File: config.mk
export PLATFORM = sky130hd
export DESIGN_NAME = sram_ctrl_flat
export DESIGN_NICKNAME = d
export VERILOG_FILES = /design/src/rtl/sram_ctrl_if.sv /design/src/rtl/sram_ctrl.sv /design/src/flat_wrapper.sv
export SDC_FILE = /design/constraint.sdc
export NUM_CORES = 1
export LEC_CHECK = 0
export CAP_MARGIN = 0
export CORE_AREA = 2 2 55 83
export CTS_CLUSTER_SIZE = 8
export DETAILED_ROUTE_END_ITERATION = 6
export DIE_AREA = 0 0 57 85
export DONT_BUFFER_PORTS = 1
export GPL_TIMING_DRIVEN = 0
export PLACE_DENSITY = 0.77
export SLEW_MARGIN = 20
export SYNTH_ARGS = -nofsm -noshare
export SYNTH_HDL_FRONTEND = slang
export SYNTH_SLANG_ARGS = --single-unit
File: constraint.sdc
create_clock -name clk -period 5.3 [get_ports clk]
set_input_delay 1.59 -clock clk [delete_from_list [all_inputs] [get_ports clk]]
set_output_delay 1.59 -clock clk [all_outputs]
set_load 0.02 [all_outputs]
File: src/rtl/sram_ctrl_if.sv
// Request/response bus between a client and the asynchronous-SRAM controller.
// The master issues word requests; the slave returns read data and readiness.
interface sram_ctrl_if #(
  parameter int ADDR_W = 18
) ();
  logic              req_valid;
  logic              req_write;
  logic [ADDR_W-1:0] req_addr;
  logic [15:0]       req_wdata;
  logic [1:0]        req_be;
  logic              req_ready;
  logic              rd_valid;
  logic [15:0]       rd_data;
  logic              init_done;

  modport master (
    output req_valid, req_write, req_addr, req_wdata, req_be,
    input  req_ready, rd_valid, rd_data, init_done
  );

  modport slave (
    input  req_valid, req_write, req_addr, req_wdata, req_be,
    output req_ready, rd_valid, rd_data, init_done
  );
endinterface

File: src/rtl/sram_ctrl.sv
// Single-port asynchronous SRAM controller with fixed-length read/write strobes.
// Define SRAM_CTRL_CLEAR_EN to zero the whole array after every reset release.
module sram_ctrl #(
  parameter int ADDR_W        = 18,
  parameter int ACCESS_CYCLES = 2
) (
  input  logic              clk,
  input  logic              rst,
  sram_ctrl_if.slave        bus,
  output logic [ADDR_W-1:0] ADR,
  output logic [15:0]       dat_out,
  output logic              dat_oe,
  input  logic [15:0]       dat_in,
  output logic              RAMCS,
  output logic              RAMOE,
  output logic              RAMWE,
  output logic              RAMLB,
  output logic              RAMUB
);

  typedef enum logic [2:0] {
    ST_IDLE,
    ST_RD,
    ST_WR,
    ST_WR_REC
`ifdef SRAM_CTRL_CLEAR_EN
    , ST_CLEAR
`endif
  } state_t;

`ifdef SRAM_CTRL_CLEAR_EN
  localparam state_t ST_RESET = ST_CLEAR;
`else
  localparam state_t ST_RESET = ST_IDLE;
`endif

  // Strobe counter runs ACCESS_CYCLES-1 down to 0; the access ends on the zero cycle.
  localparam logic [3:0] CNT_LOAD = 4'(ACCESS_CYCLES - 1);

  state_t      state, state_nxt;
  logic [3:0]  cnt;
  logic [1:0]  be_q;
  logic        rd_valid_q;
  logic [15:0] rd_data_q;
  logic        init_done_q;
  logic        accept;
  logic        cnt_zero;

  assign bus.req_ready = (state == ST_IDLE) && init_done_q;
  assign bus.rd_valid  = rd_valid_q;
  assign bus.rd_data   = rd_data_q;
  assign bus.init_done = init_done_q;
  assign accept        = bus.req_valid && bus.req_ready;
  assign cnt_zero      = (cnt == 4'd0);

  // NOTE: sequential state uses <= so every register samples pre-edge values.
  always_ff @(posedge clk or negedge rst) begin
    if (!rst) state <= ST_RESET;
    else      state <= state_nxt;
  end

  // Strobes decode straight from state, so an asynchronous reset releases them at once.
  always_comb begin
    // NOTE: every output gets a default first so no path infers a latch.
    state_nxt = state;
    RAMCS     = 1'b1;
    RAMOE     = 1'b1;
    RAMWE     = 1'b1;
    RAMLB     = 1'b1;
    RAMUB     = 1'b1;
    dat_oe    = 1'b0;
    case (state)
      ST_IDLE: begin
        if (accept) state_nxt = bus.req_write ? ST_WR : ST_RD;
      end
      ST_RD: begin
        RAMCS = 1'b0;
        RAMOE = 1'b0;
        RAMLB = 1'b0;
        RAMUB = 1'b0;
        if (cnt_zero) state_nxt = ST_IDLE;
      end
      ST_WR: begin
        RAMCS  = 1'b0;
        RAMWE  = 1'b0;
        dat_oe = 1'b1;
        RAMLB  = ~be_q[0];
        RAMUB  = ~be_q[1];
        if (cnt_zero) state_nxt = ST_WR_REC;
      end
      ST_WR_REC: begin
        dat_oe = 1'b1;
        RAMLB  = ~be_q[0];
        RAMUB  = ~be_q[1];
`ifdef SRAM_CTRL_CLEAR_EN
        // Until init_done the recovery cycle chains straight into the next clear write.
        state_nxt = (!init_done_q && !(&ADR)) ? ST_WR : ST_IDLE;
`else
        state_nxt = ST_IDLE;
`endif
      end
`ifdef SRAM_CTRL_CLEAR_EN
      ST_CLEAR: state_nxt = ST_WR;
`endif
      default: state_nxt = ST_IDLE;
    endcase
  end

  always_ff @(posedge clk or negedge rst) begin
    if (!rst) begin
      ADR         <= '0;
      dat_out     <= '0;
      be_q        <= '0;
      cnt         <= '0;
      rd_valid_q  <= 1'b0;
      rd_data_q   <= '0;
      init_done_q <= 1'b0;
    end else begin
      rd_valid_q <= 1'b0;
`ifndef SRAM_CTRL_CLEAR_EN
      init_done_q <= 1'b1;
`endif
      case (state)
        ST_IDLE: begin
          if (accept) begin
            ADR     <= bus.req_addr;
            dat_out <= bus.req_wdata;
            be_q    <= bus.req_be;
            cnt     <= CNT_LOAD;
          end
        end
        ST_RD: begin
          if (cnt_zero) begin
            rd_data_q  <= dat_in;
            rd_valid_q <= 1'b1;
          end else begin
            cnt <= cnt - 4'd1;
          end
        end
        ST_WR: begin
          if (!cnt_zero) cnt <= cnt - 4'd1;
        end
`ifdef SRAM_CTRL_CLEAR_EN
        ST_WR_REC: begin
          if (!init_done_q) begin
            if (&ADR) begin
              init_done_q <= 1'b1;
            end else begin
              ADR <= ADR + 1'b1;
              cnt <= CNT_LOAD;
            end
          end
        end
        ST_CLEAR: begin
          ADR     <= '0;
          dat_out <= '0;
          be_q    <= 2'b11;
          cnt     <= CNT_LOAD;
        end
`endif
        default: ;
      endcase
    end
  end

endmodule

File: src/flat_wrapper.sv
// flat-port wrapper written by rule: the top's interface ports become plain ports
module sram_ctrl_flat 
#(
  parameter int ADDR_W        = 18,
  parameter int ACCESS_CYCLES = 2
)
  (clk, rst, ADR, dat_out, dat_oe, dat_in, RAMCS, RAMOE, RAMWE, RAMLB, RAMUB, bus_req_valid, bus_req_write, bus_req_addr, bus_req_wdata, bus_req_be, bus_req_ready, bus_rd_valid, bus_rd_data, bus_init_done);
  sram_ctrl_if #(.ADDR_W(ADDR_W)) bus_i ();
  input  logic clk;
  input  logic rst;
  output logic [ADDR_W-1:0] ADR;
  output logic [15:0] dat_out;
  output logic dat_oe;
  input  logic [15:0] dat_in;
  output logic RAMCS;
  output logic RAMOE;
  output logic RAMWE;
  output logic RAMLB;
  output logic RAMUB;
  input wire logic [$bits(bus_i.req_valid)-1:0] bus_req_valid;
  input wire logic [$bits(bus_i.req_write)-1:0] bus_req_write;
  input wire logic [$bits(bus_i.req_addr)-1:0] bus_req_addr;
  input wire logic [$bits(bus_i.req_wdata)-1:0] bus_req_wdata;
  input wire logic [$bits(bus_i.req_be)-1:0] bus_req_be;
  output wire logic [$bits(bus_i.req_ready)-1:0] bus_req_ready;
  output wire logic [$bits(bus_i.rd_valid)-1:0] bus_rd_valid;
  output wire logic [$bits(bus_i.rd_data)-1:0] bus_rd_data;
  output wire logic [$bits(bus_i.init_done)-1:0] bus_init_done;
  assign bus_i.req_valid = bus_req_valid;
  assign bus_i.req_write = bus_req_write;
  assign bus_i.req_addr = bus_req_addr;
  assign bus_i.req_wdata = bus_req_wdata;
  assign bus_i.req_be = bus_req_be;
  assign bus_req_ready = bus_i.req_ready;
  assign bus_rd_valid = bus_i.rd_valid;
  assign bus_rd_data = bus_i.rd_data;
  assign bus_init_done = bus_i.init_done;
  sram_ctrl #(.ADDR_W(ADDR_W), .ACCESS_CYCLES(ACCESS_CYCLES)) u_core (.clk(clk), .rst(rst), .bus(bus_i), .ADR(ADR), .dat_out(dat_out), .dat_oe(dat_oe), .dat_in(dat_in), .RAMCS(RAMCS), .RAMOE(RAMOE), .RAMWE(RAMWE), .RAMLB(RAMLB), .RAMUB(RAMUB));
endmodule
==> results.cfg <==
[timing]
fin_skew_ns = 0.00855
rsz0062_at_grt = false
holdWs_ns = 0.508
fin_crit_ns = 3.07
worst_slack_ns = 2.23
hold_viol_final = 0
fin_crit_sh_pct = 57.9
final-setup-viol-count = 0
slew_violations = 0
timing.fmax_mhz = 326
setup-tns-final_ns = 0

[worst_hold_path]
hold_class = reg -> reg

[floorplanning]
die_area_um2 = 4850
core_area_um2 = 4140
initial_core_util_pct = 61.2
pin_count = 115
num_rows = 29
dieHeight_um = 85
die_w_um = 57

[cts]
cts_root_buf = clkbuf_8
postCtsResizedCells = 0
cts-htree-levels = 3
cts.reportedPaths.clkPinSlew_ns = 0.06
clock-sinks = 60
clockBufferDepth = 2
clock_latency_ns = 0.32
cts_tree = done
numCtsBuffers = 9
holdBufCountCts = 0
cts_setup_buffers = 0

[power]
power.leakage_nw = 1.28
ir_drop_v = 0.000493
power.total_mw = 2.11
power.density_nw_per_um2 = 750

[status]
status = completed

[setup_path]
cp-end-kind = primary output
crit_fanout = 10
cp_data_arrival_time_ns = 1.48
crit_path_start_kind = flop
critical_path_required_ns = 3.71
crit_type = reg -> out

[detailed_routing]
antenna_left = 0
num_vias = 1411
detail_route.wl_per_cell_um = 20.3
viasPerCell = 6.06
drcViolationCount = 0
first_pass_iters = 4
drt_wl_total_mm = 4.73
drt_iter0_markers = 101

[synth]
synth_seq_cells = 60
synth_area_leaders = dfrtp_1 (59%), mux2_2 (19%), mux2_4 (5.3%), ha_1 (2.5%), o21ai_0 (1.4%)
synth.net_count = 232
synth_cells = 171
synth_cell_types = 31
yosysWarnings = 0
syn_area_per_cell_um2 = 14.8
synth_area_um2 = 2530
synth.top_cell.area_share_pct = 59.3
synth_top_area_cell = dfrtp_1
yosysSeqAreaShare_pct = 59.3

[layout]
nets = 243
area_growth_pct = 10.9
fillers = 299
antenna_cells = 0
drive_above_1_share_pct = 42.8

[global_route]
track_usage_pct = 20.6
grt_pass1_wl_mm = 7.46
grt_pass1_vias = 1611
grt_max_degree = 61
grt_overflow = 0
antenna_found_initial = 0

[placement]
gp_congestion = 0.864
io_buffer_count = 0
dp_hpwl_mm = 3.51
dp_slack_ns = 2.59

[run]
max-cap-violations = 0
==> worst max-delay path, cell delays in order (launching register included) <==
cell     delay (ns)
dfrtp_1        0.43
inv_1          0.13
ha_1           0.14
buf_2          0.18
and2_1         0.26
==> cells in the mapped netlist (all sizes together) <==
library cell / instances
nor3: 1
o31a: 1
a21oi: 3
ha: 5
nand3: 2
nand2: 3
a31oi: 2
nand4: 1
a21boi: 1
inv: 7
nor2: 5
o21ai: 7
dfrtp: 60
buf: 5
or2: 1
and2b: 2
a2111o: 1
conb: 1
o311a: 1
a21bo: 1
a22oi: 2
nor3b: 2
and2: 3
mux2: 52
a221oi: 1
or3b: 1
==> power breakdown <==
group / internal, mW / total, mW / switching [mW]
logic: 0.303 / 0.568 / 0.265
clock network: 0.277 / 0.443 / 0.165
registers: 0.683 / 1.09 / 0.412
==> layout by cell type (no fill, tap or decap), types with 2 or more instances in the layout <==
cell type,synthesis,routed
inv_1,7,7
clkbuf_8,0,10
nor2_1,4,4
nand2_1,3,3
ha_1,5,5
a21oi_1,3,3
and2_1,2,2
mux2_4,9,9
bufinv_16,0,2
clkbuf_1,0,2
a22oi_1,2,2
a31oi_1,2,2
o21ai_0,7,7
buf_2,4,4
nor3b_1,2,2
mux2_2,43,43
dfrtp_1,60,60
and2b_2,2,2
==> final cells by class <==
type                    count  area [µm²]  share of cell area, %
inverters                   7        26.3                  0.936
plain buffers               5        40.0                   1.43
flip-flops and latches     60        1500                   53.5
clock buffers              12         145                   5.17
multi-input cells          99         963                   34.3
clock inverters             4        72.6                   2.59
well taps                  46        57.6                   2.05
==> worst paths after layout <==
check | startpoint | end | slack (ns) | depth (start not counted)
worst max-delay path | u_core.state[1]$_DFFE_PN0P_ | bus_req_ready | 2.23 | 4
worst min-delay path | u_core.be_q[0]$_DFFE_PN0P_ | u_core.be_q[0]$_DFFE_PN0P_ | 0.51 | 1
worst max register to register | u_core.cnt[0]$_DFFE_PN0P_ | u_core.bus.rd_data[6]$_DFFE_PN0P_ | 3.29 | 6
worst min register to register | u_core.be_q[0]$_DFFE_PN0P_ | u_core.be_q[0]$_DFFE_PN0P_ | 0.51 | 1
max in group asynchronous | rst | u_core.bus.rd_data[6]$_DFFE_PN0P_ | 4.24 | 0
min in group asynchronous | rst | u_core.bus.rd_data[14]$_DFFE_PN0P_ | 0.95 | 0
==> flip-flops by register name, summed over array words and instances, names as in the netlist <==
| signal | flops |
|---|---|
| u_core.bus.rd_data | 16 |
| u_core.cnt | 4 |
| u_core.dat_out | 16 |
| u_core.state | 2 |
| u_core.bus.init_done | 1 |
| u_core.bus.rd_valid | 1 |
| u_core.ADR | 18 |
| u_core.be_q | 2 |
==> metal layers <==
metal	vias up	track usage [%]	part of all wire (%)
li1	626	-	-
met1	697	21.7	35
met2	75	34.4	54
met3	13	8.23	9.5
met4	0	11.4	1.9
met5	-	0	0
==> cell families after synthesis <==
| family | share of synthesized area (%) |
|---|---|
| buf+inv | 2.62 |
| fa+ha+maj | 2.47 |
| flops | 59.3 |
| simple gates | 5.59 |
| other cells | 0.148 |
| mux | 24.5 |
| compound gates | 5.39 |
==> per-stage QoR <==
step	instances	cell area, µm²	util [%]
final	233	2810	67.8
after global routing	233	2810	67.8
after CTS	233	2810	67.8
after detailed placement	217	2590	62.6
after global placement	217	2590	62.6
after floorplan	171	2530	-
Note: power is estimated with default switching activity, not from simulation.
